==> config.mk <==
export PLATFORM = sky130hd
export DESIGN_NAME = psum_accumulator_flat
export DESIGN_NICKNAME = d
export VERILOG_FILES = /design/src/rtl/psum_accumulator_if.sv /design/src/rtl/psum_accumulator.sv /design/src/flat_wrapper.sv
export SDC_FILE = /design/constraint.sdc
export NUM_CORES = 1
export LEC_CHECK = 0
export CAP_MARGIN = 20
export CORE_MARGIN = 2
export CORE_UTILIZATION = 55
export DETAILED_ROUTE_END_ITERATION = 8
export DONT_BUFFER_PORTS = 1
export PLACE_DENSITY = 0.69
export SLEW_MARGIN = 20
export SYNTH_ARGS = -nofsm -noshare
export SYNTH_HDL_FRONTEND = slang
export SYNTH_SLANG_ARGS = --single-unit
==> constraint.sdc <==
create_clock -name clk -period 1.75 [get_ports clk]
set_input_delay 0.35 -clock clk [delete_from_list [all_inputs] [get_ports clk]]
set_output_delay 0.35 -clock clk [all_outputs]
set_load 0.05 [all_outputs]
==> src/rtl/psum_accumulator_if.sv <==
// Bundle of the product stream, the external adder link and the result handshake.
// The accumulator takes the slave side; the environment (source, adder, sink) takes the master side.
interface psum_accumulator_if;
  logic        in_valid;
  logic        in_ready;
  logic [15:0] in_data;
  logic [15:0] add_a;
  logic [15:0] add_b;
  logic [15:0] add_y;
  logic        add_cout;
  logic        out_valid;
  logic        out_ready;
  logic [15:0] out_data;
  logic        out_sat;

  modport slave (
    input  in_valid, in_data, add_y, add_cout, out_ready,
    output in_ready, add_a, add_b, out_valid, out_data, out_sat
  );

  modport master (
    output in_valid, in_data, add_y, add_cout, out_ready,
    input  in_ready, add_a, add_b, out_valid, out_data, out_sat
  );
endinterface

==> src/rtl/psum_accumulator.sv <==
// Folds a window of LEN product terms into one saturating 16-bit partial sum using an
// external combinational adder, then offers the sum downstream over valid/ready.
module psum_accumulator #(
  parameter int unsigned LEN = 9
) (
  input logic               clk,
  input logic               rst_n,
  psum_accumulator_if.slave bus
);

  localparam int unsigned CW = (LEN > 1) ? $clog2(LEN) : 1;
  localparam logic [CW-1:0] LastCnt = CW'(LEN - 1);

  typedef enum logic [0:0] {StAccum, StHold} state_e;

  state_e        state;
  logic [15:0]   acc;
  logic [CW-1:0] cnt;
  logic          sat;

  // Masking acc on the first term starts a fresh window without clearing acc on handoff.
  assign bus.add_a     = (cnt == '0) ? 16'h0000 : acc;
  assign bus.add_b     = bus.in_data;
  assign bus.in_ready  = (state == StAccum);
  assign bus.out_valid = (state == StHold);
  assign bus.out_data  = acc;
  assign bus.out_sat   = sat;

  always_ff @(posedge clk or negedge rst_n) begin
    if (!rst_n) begin
      state <= StAccum;
      acc   <= 16'h0000;
      cnt   <= '0;
      sat   <= 1'b0;
    end else begin
      unique case (state)
        StAccum: begin
          if (bus.in_valid) begin
            // Sticky saturation only counts within the current window.
            if ((sat && (cnt != '0)) || bus.add_cout) begin
              acc <= 16'hFFFF;
              sat <= 1'b1;
            end else begin
              acc <= bus.add_y;
              if (cnt == '0) begin
                sat <= 1'b0;
              end
            end
            if (cnt == LastCnt) begin
              cnt   <= '0;
              state <= StHold;
            end else begin
              cnt <= cnt + CW'(1);
            end
          end
        end
        StHold: begin
          if (bus.out_ready) begin
            state <= StAccum;
          end
        end
        default: state <= StAccum;
      endcase
    end
  end

endmodule

==> src/flat_wrapper.sv <==
// flat-port wrapper written by rule: the top's interface ports become plain ports
module psum_accumulator_flat 
#(
  parameter int unsigned LEN = 9
)
  (clk, rst_n, bus_in_valid, bus_in_data, bus_add_y, bus_add_cout, bus_out_ready, bus_in_ready, bus_add_a, bus_add_b, bus_out_valid, bus_out_data, bus_out_sat);
  psum_accumulator_if bus_i ();
  input logic clk;
  input logic rst_n;
  input wire logic [$bits(bus_i.in_valid)-1:0] bus_in_valid;
  input wire logic [$bits(bus_i.in_data)-1:0] bus_in_data;
  input wire logic [$bits(bus_i.add_y)-1:0] bus_add_y;
  input wire logic [$bits(bus_i.add_cout)-1:0] bus_add_cout;
  input wire logic [$bits(bus_i.out_ready)-1:0] bus_out_ready;
  output wire logic [$bits(bus_i.in_ready)-1:0] bus_in_ready;
  output wire logic [$bits(bus_i.add_a)-1:0] bus_add_a;
  output wire logic [$bits(bus_i.add_b)-1:0] bus_add_b;
  output wire logic [$bits(bus_i.out_valid)-1:0] bus_out_valid;
  output wire logic [$bits(bus_i.out_data)-1:0] bus_out_data;
  output wire logic [$bits(bus_i.out_sat)-1:0] bus_out_sat;
  assign bus_i.in_valid = bus_in_valid;
  assign bus_i.in_data = bus_in_data;
  assign bus_i.add_y = bus_add_y;
  assign bus_i.add_cout = bus_add_cout;
  assign bus_i.out_ready = bus_out_ready;
  assign bus_in_ready = bus_i.in_ready;
  assign bus_add_a = bus_i.add_a;
  assign bus_add_b = bus_i.add_b;
  assign bus_out_valid = bus_i.out_valid;
  assign bus_out_data = bus_i.out_data;
  assign bus_out_sat = bus_i.out_sat;
  psum_accumulator #(.LEN(LEN)) u_core (.clk(clk), .rst_n(rst_n), .bus(bus_i));
endmodule
==> impl_metrics.py, run 1 <==
metrics = {
    "logic_synthesis": {
        "avgSynthCellArea_um2": 8.85,
        "syn_nets": 174,
        "synthCells": 135,
        "ys_seq_area_frac": 0.461,
        "yosys_warnings": 0,
        "synth_cell_types": 23,
        "synthesis.area_mm2": 0.00119,
        "ys_ff_latch": 22,
    },
    "timing": {
        "worstMarginPinSlew_ns": 0.568,
        "fin_ws_ns": -0.252,
        "rsz0062_at_grt": "yes",
        "fin_crit_ns": 2.00,
        "hold_ws_ns": -0.0160,
        "setup_violations": 16,
        "fin_skew_ns": 0.00778,
        "fmax_mhz": 500,
        "slew_viol_final": 0,
        "final.setup.tns_ns": -3.90,
        "finalCritPeriodShare": 1.14,
        "slew_headroom": 0.621,
        "hold_viol_final": 18,
    },
    "floorplanning": {
        "fp.dieW_um": 50.6,
        "ioPinCount": 88,
        "rows": 16,
        "die_area_mm2": 0.00256,
        "die_h_um": 50.6,
        "core_mm2": 0.00200,
        "start_util": 0.597,
    },
    "worst_setup_path": {
        "worstPathArrival_ns": 1.65,
        "worstSetupPathType": "reg2out",
        "rr_startpoint": "u_core.cnt[0]",
        "crit_start": "u_core.cnt[0]",
        "critPathLaunchType": "register",
        "r2r.worst_path.cells": 7,
        "crit_fanout": 11,
        "crit_path_end_kind": "primary output",
        "cp.required_ns": 1.40,
    },
    "route": {
        "avgRoutedWirePerCell_um": 15.2,
        "drtIter0Drc": 7,
        "routed-via-count": 915,
        "dr.pass1.iters": 4,
        "final_antenna_net_count": 0,
        "wirelength_um": 2600,
        "via_per_inst": 5.35,
        "drc": 0,
    },
    "clock_network": {
        "cts_buffers": 3,
        "cts_root_buf": "clkbuf_4",
        "insertion_delay_ns": 0.30,
        "clkSinkCount": 22,
        "cts.clk_slew.worst_paths_ns": 0.11,
        "cts_buffer_depth": 2,
        "htreeDepth": 1,
        "tritoncts": "yes",
    },
    "pwr": {
        "leakagePower_nw": 0.589,
        "peakVddDrop_v": 0.00157,
        "pwr-share-clk": 0.062,
        "comb_power_share": 0.700,
        "swShare": 0.569,
        "power_frac_seq": 0.238,
        "p_int_mw": 1.53,
        "netSwitchingPower_mw": 2.01,
        "powerDensity_mw_per_mm2": 2580,
    },
    "final_layout": {
        "n_antenna_cell": 0,
        "multi_input_area_um2": 518,
        "seqCellArea_um2": 551,
        "area_delta_synth_final_pct": 14.8,
        "nNetsFinal": 185,
        "instances_no_fill": 171,
        "fillers": 161,
        "drive_gt1_frac": 0.375,
    },
    "global_routing": {
        "globalRouteOverflowTotal": 0,
        "grt_pass1_wl_um": 4150,
        "first_global_vias": 923,
        "gr-usage-all-layers": 0.218,
        "grt_max_degree": 23,
        "grt_antenna_before_repair": 0,
    },
    "place": {
        "place.gp.congestion": 0.667,
        "place_ws_ns": -0.0264,
        "io_buffers": 0,
        "dp_cells": 165,
        "dpl.hpwl_um": 1850,
    },
    "job": {
        "drv_cap": 0,
    },
    "outcome": {
        "outcome": "complete, but fails checks",
        "violations": "hold timing, setup timing",
    },
    "hold_path": {
        "worstHoldPathType": "in2async",
    },
}
cell families after synthesis:
kind of cell,share of synthesized area
adders and majority gates,0.0209
buffers and inverters,0.146
AOI/OAI and AO/OA,0.110
muxes,0.00942
and+or+nand+nor,0.253
DFF,0.461
sequential cells by signal (all words and copies together) (netlist names):
register	count
u_core.bus.out_sat	1
u_core.bus.out_data	16
u_core.bus.out_valid	1
u_core.cnt	4
stage by stage:
step | utilization | total power, mW | cell area (um2)
after floorplan | - | 2.90 | 1240
after global placement | 0.655 | 3.16 | 1310
after detailed placement | 0.655 | 3.20 | 1310
after CTS | 0.688 | 3.56 | 1380
after global routing | 0.685 | 3.71 | 1370
final | 0.685 | 3.54 | 1370
layout by cell type (no fill, tap or decap), drive strengths merged:
cell and n:
a21oi 18, a22o 1, and2 16, buf 29
clkbuf 3, dfrtp 22, ha 2, inv 3
mux2 1, nand2 3, nand2b 2, nand3 3
nand3b 1, nor2 33, nor2b 1, o21ai 3
o22ai 1, or3b 1, or4b 1
per-layer routing:
| metal | global-route usage | vias up | share of wire |
|---|---|---|---|
| met5 | 0 | - | 0 |
| met4 | 0.144 | 0 | 0.038 |
| met3 | 0.0446 | 19 | 0.091 |
| met2 | 0.366 | 49 | 0.48 |
| met1 | 0.248 | 410 | 0.39 |
| li1 | - | 437 | - |
path summary, 6_finish.rpt:
kind | slack, ns | to
hold reg to reg | 0.58 | u_core.bus.out_data[2]
max in group asynchronous | 1.43 | u_core.bus.out_data[10]
hold / removal | -0.02 | u_core.bus.out_valid
setup / recovery | -0.25 | bus_add_a[14]
min in group clk | 0.13 | u_core.bus.out_valid
setup reg to reg | 0.07 | u_core.bus.out_data[3]
worst max-delay path: stages, from the launching register on:
cell and delay [ns]:
dfrtp_1 0.40, inv_2 0.08, ha_4 0.13, or3b_4 0.38, buf_6 0.16, and2_4 0.20
timing repair:
| item | CTS | global route |
|---|---|---|
| buffers inserted | 2 | 0 |
| endpoints found under the hold margin | 22 | 0 |
| gates resized for setup | 9 | 0 |
| gates cloned | 0 | 0 |
| endpoints found under the setup margin | 16 | 16 |
| pin swaps | 15 | 0 |
| hold buffers | 1 | 0 |
layout make-up:
type | instances | area share
multi-input cells | 87 | 0.378
well taps | 27 | 0.0246
inverters | 3 | 0.00821
clock buffers | 3 | 0.0164
flip-flops and latches | 22 | 0.401
repair buffers | 29 | 0.172
Yosys cell counts, drive strengths merged:
library cell | instances | share of area
dfrtp | 22 | 0.46
mux2 | 1 | 0.0094
or3b | 1 | 0.0073
nand3 | 3 | 0.013
clkbuf | 4 | 0.013
ha | 2 | 0.021
nand2b | 2 | 0.010
and2 | 16 | 0.090
nand2 | 3 | 0.0094
o22ai | 1 | 0.0052
or4b | 1 | 0.0084
a22o | 1 | 0.0073
buf | 19 | 0.12
nor2b | 1 | 0.0052
inv | 3 | 0.0094
o21ai | 3 | 0.013
nand3b | 1 | 0.0063
nor2 | 33 | 0.10
a21oi | 18 | 0.085
power by group through the flow:
stage | Combinational (mW) | Clock (mW) | Sequential, mW
after floorplan | 1.76 | 0 | 1.15
after global placement | 2.32 | 0 | 0.839
after detailed placement | 2.36 | 0 | 0.846
after CTS | 2.49 | 0.224 | 0.842
after global routing | 2.60 | 0.244 | 0.866
final | 2.48 | 0.219 | 0.841
No activity file was read; power rests on OpenSTA's default activity.
==> run 2: changes to the inputs <==
--- a/config.mk
+++ b/config.mk
@@ -10,7 +10,9 @@
 export CORE_UTILIZATION = 55
 export DETAILED_ROUTE_END_ITERATION = 8
 export DONT_BUFFER_PORTS = 1
+export MAX_ROUTING_LAYER = met4
 export PLACE_DENSITY = 0.69
+export RECOVER_POWER = 50
 export SLEW_MARGIN = 20
 export SYNTH_ARGS = -nofsm -noshare
 export SYNTH_HDL_FRONTEND = slang
==> run 2 against run 1 <==
The flow finishes with violations (setup timing). Core utilization fell by 0.063 points. Critical endpoint unchanged. Largest power group unchanged. Global-route usage rose by 0.73 points. Setup slack got worse by 0.0027 ns. Worst hold slack improved by 0.15 ns.
==> impl_metrics.py, run 2 (same netlist as run 1, synthesis figures left out) <==
metrics = {
    "outcome": {
        "outcome": "complete, but fails checks",
        "violations": "setup timing",
    },
    "global_routing": {
        "gr-usage-all-layers": 0.225,
        "grt_max_degree": 23,
        "grt_pass1_wl_um": 4160,
        "first_global_vias": 919,
        "globalRouteOverflowTotal": 0,
        "grt_antenna_before_repair": 0,
    },
    "route": {
        "routed-via-count": 916,
        "avgRoutedWirePerCell_um": 15.3,
        "dr.pass1.iters": 4,
        "wirelength_um": 2610,
        "drtIter0Drc": 9,
        "drc": 0,
        "final_antenna_net_count": 0,
        "via_per_inst": 5.36,
    },
    "pwr": {
        "leakagePower_nw": 0.586,
        "peakVddDrop_v": 0.00158,
        "powerDensity_mw_per_mm2": 2590,
    },
    "floorplanning": {
        "core_mm2": 0.00200,
        "rows": 16,
        "die_area_mm2": 0.00256,
        "fp.dieW_um": 50.6,
        "die_h_um": 50.6,
        "ioPinCount": 88,
        "start_util": 0.597,
    },
    "clock_network": {
        "cts_buffers": 3,
        "cts_root_buf": "clkbuf_4",
        "tritoncts": "yes",
        "cts.clk_slew.worst_paths_ns": 0.11,
        "cts_buffer_depth": 2,
        "clkSinkCount": 22,
        "insertion_delay_ns": 0.31,
        "htreeDepth": 1,
    },
    "worst_setup_path": {
        "crit_path_end_kind": "primary output",
        "reg2reg_to": "u_core.bus.out_data[3]",
        "r2r_setup_slack_ns": 0.06,
        "r2r.worst_path.cells": 7,
        "rr_startpoint": "u_core.cnt[0]",
        "worstPathArrival_ns": 1.65,
        "cp.required_ns": 1.40,
        "critPathLaunchType": "register",
        "crit_chain": "inv_2, ha_4, or3b_4, buf_6, and2_4",
        "cp_slowest_cell": "dfrtp_1",
        "crit_fanout": 11,
        "worstSetupPathType": "reg2out",
        "slowest_delay_ns": 0.40,
    },
    "final_layout": {
        "n_antenna_cell": 0,
        "nNetsFinal": 185,
        "final_cell_mix": "nor2_1, buf_4, dfrtp_1",
        "area_delta_synth_final_pct": 14.7,
        "layout_commonest_cell": "nor2_1",
        "fin_util": 0.684,
        "largest_reg_flops": 16,
        "drive_gt1_frac": 0.368,
    },
    "hold_path": {
        "whs_path_depth": 1,
        "hp-start": "bus_out_ready",
        "worstHoldPathType": "in2reg",
        "min_to": "u_core.bus.out_valid",
    },
    "timing": {
        "fin_skew_ns": 0.0101,
        "worstMarginPinSlew_ns": 1.15,
        "hold_viol_final": 0,
        "slew_viol_final": 0,
        "slew_headroom": 0.233,
        "fmax_mhz": 499,
        "rsz0062_at_grt": "yes",
        "fin_crit_ns": 2.00,
        "setup_violations": 16,
        "fin_ws_ns": -0.254,
        "finalCritPeriodShare": 1.15,
    },
    "job": {
        "drv_cap": 0,
    },
    "place": {
        "place.gp.congestion": 0.674,
        "io_buffers": 0,
        "dpl.hpwl_um": 1850,
        "place_ws_ns": -0.0264,
    },
}
run 2: cell types whose count changed in the layout (fill, tap and decap cells not counted):
| cell | change |
|---|---|
| buf_2 | -1 |
| clkbuf_1 | +1 |
run 2: per-layer routing:
layer | global-route usage | share of wire | wire, um | vias to the layer above
met5 | - | 0 | 0 | -
met4 | 0.144 | 0.038 | 99 | 0
met3 | 0.0357 | 0.083 | 216 | 19
met2 | 0.364 | 0.47 | 1230 | 47
met1 | 0.260 | 0.41 | 1060 | 413
li1 | - | - | - | 437
run 2: final cells by class:
class	count	area, um2
Tap cell	27	33.8
Multi-Input combinational cell	87	518
Sequential cell	22	551
Timing Repair Buffer	29	234
Inverter	3	11.3
Clock buffer	3	22.5
Fill cell	162	632
run 2: how the worst max path moves through the flow:
stage / startpoint / endpoint / slack [ns]
floorplan: u_core.cnt[1] / bus_add_a[0] / -0.04
global placement: u_core.cnt[1] / bus_add_a[14] / 0.0006
detailed placement: u_core.cnt[1] / bus_add_a[14] / -0.03
CTS: u_core.cnt[0] / bus_add_a[15] / -0.25
global route: u_core.cnt[0] / bus_add_a[14] / -0.31
finish: u_core.cnt[0] / bus_add_a[14] / -0.25
run 2: where the power goes:
part / switching [mW] / leakage [nW] / total (mW) / internal (mW)
Clock: 0.141 / 0.0138 / 0.221 / 0.0804
Sequential: 0.186 / 0.220 / 0.841 / 0.655
Combinational: 1.69 / 0.352 / 2.48 / 0.790
run 2: worst max-delay path, delay by kind of cell, from the launching register on:
family / cells / cell delay, ns
simple gates: 2 / 0.58
flops: 1 / 0.40
buf+inv: 2 / 0.24
fa+ha+maj: 1 / 0.13
run 2: metrics by stage:
stage	hold WS [ns]	power [mW]	instance area [um2]	setup TNS (ns)	instances
after CTS	0.131	3.56	1380	-3.91	171
after floorplan	0.0544	2.90	1240	-0.357	135
after global placement	0.0550	3.16	1310	0	165
after global routing	0.117	3.72	1370	-4.88	171
after detailed placement	0.0549	3.20	1310	-0.0264	165
final	0.130	3.54	1370	-3.94	171
run 2: repair_timing:
| action | 4_1_cts | 5_1_grt |
|---|---|---|
| cloned | 0 | 0 |
| hold endpoints to repair | 22 | 0 |
| endpoints found under the setup margin | 16 | 16 |
| pin swaps | 15 | 0 |
| setup buffers | 2 | 0 |
| hold buffers | 1 | 0 |
| gates resized for setup | 9 | 0 |
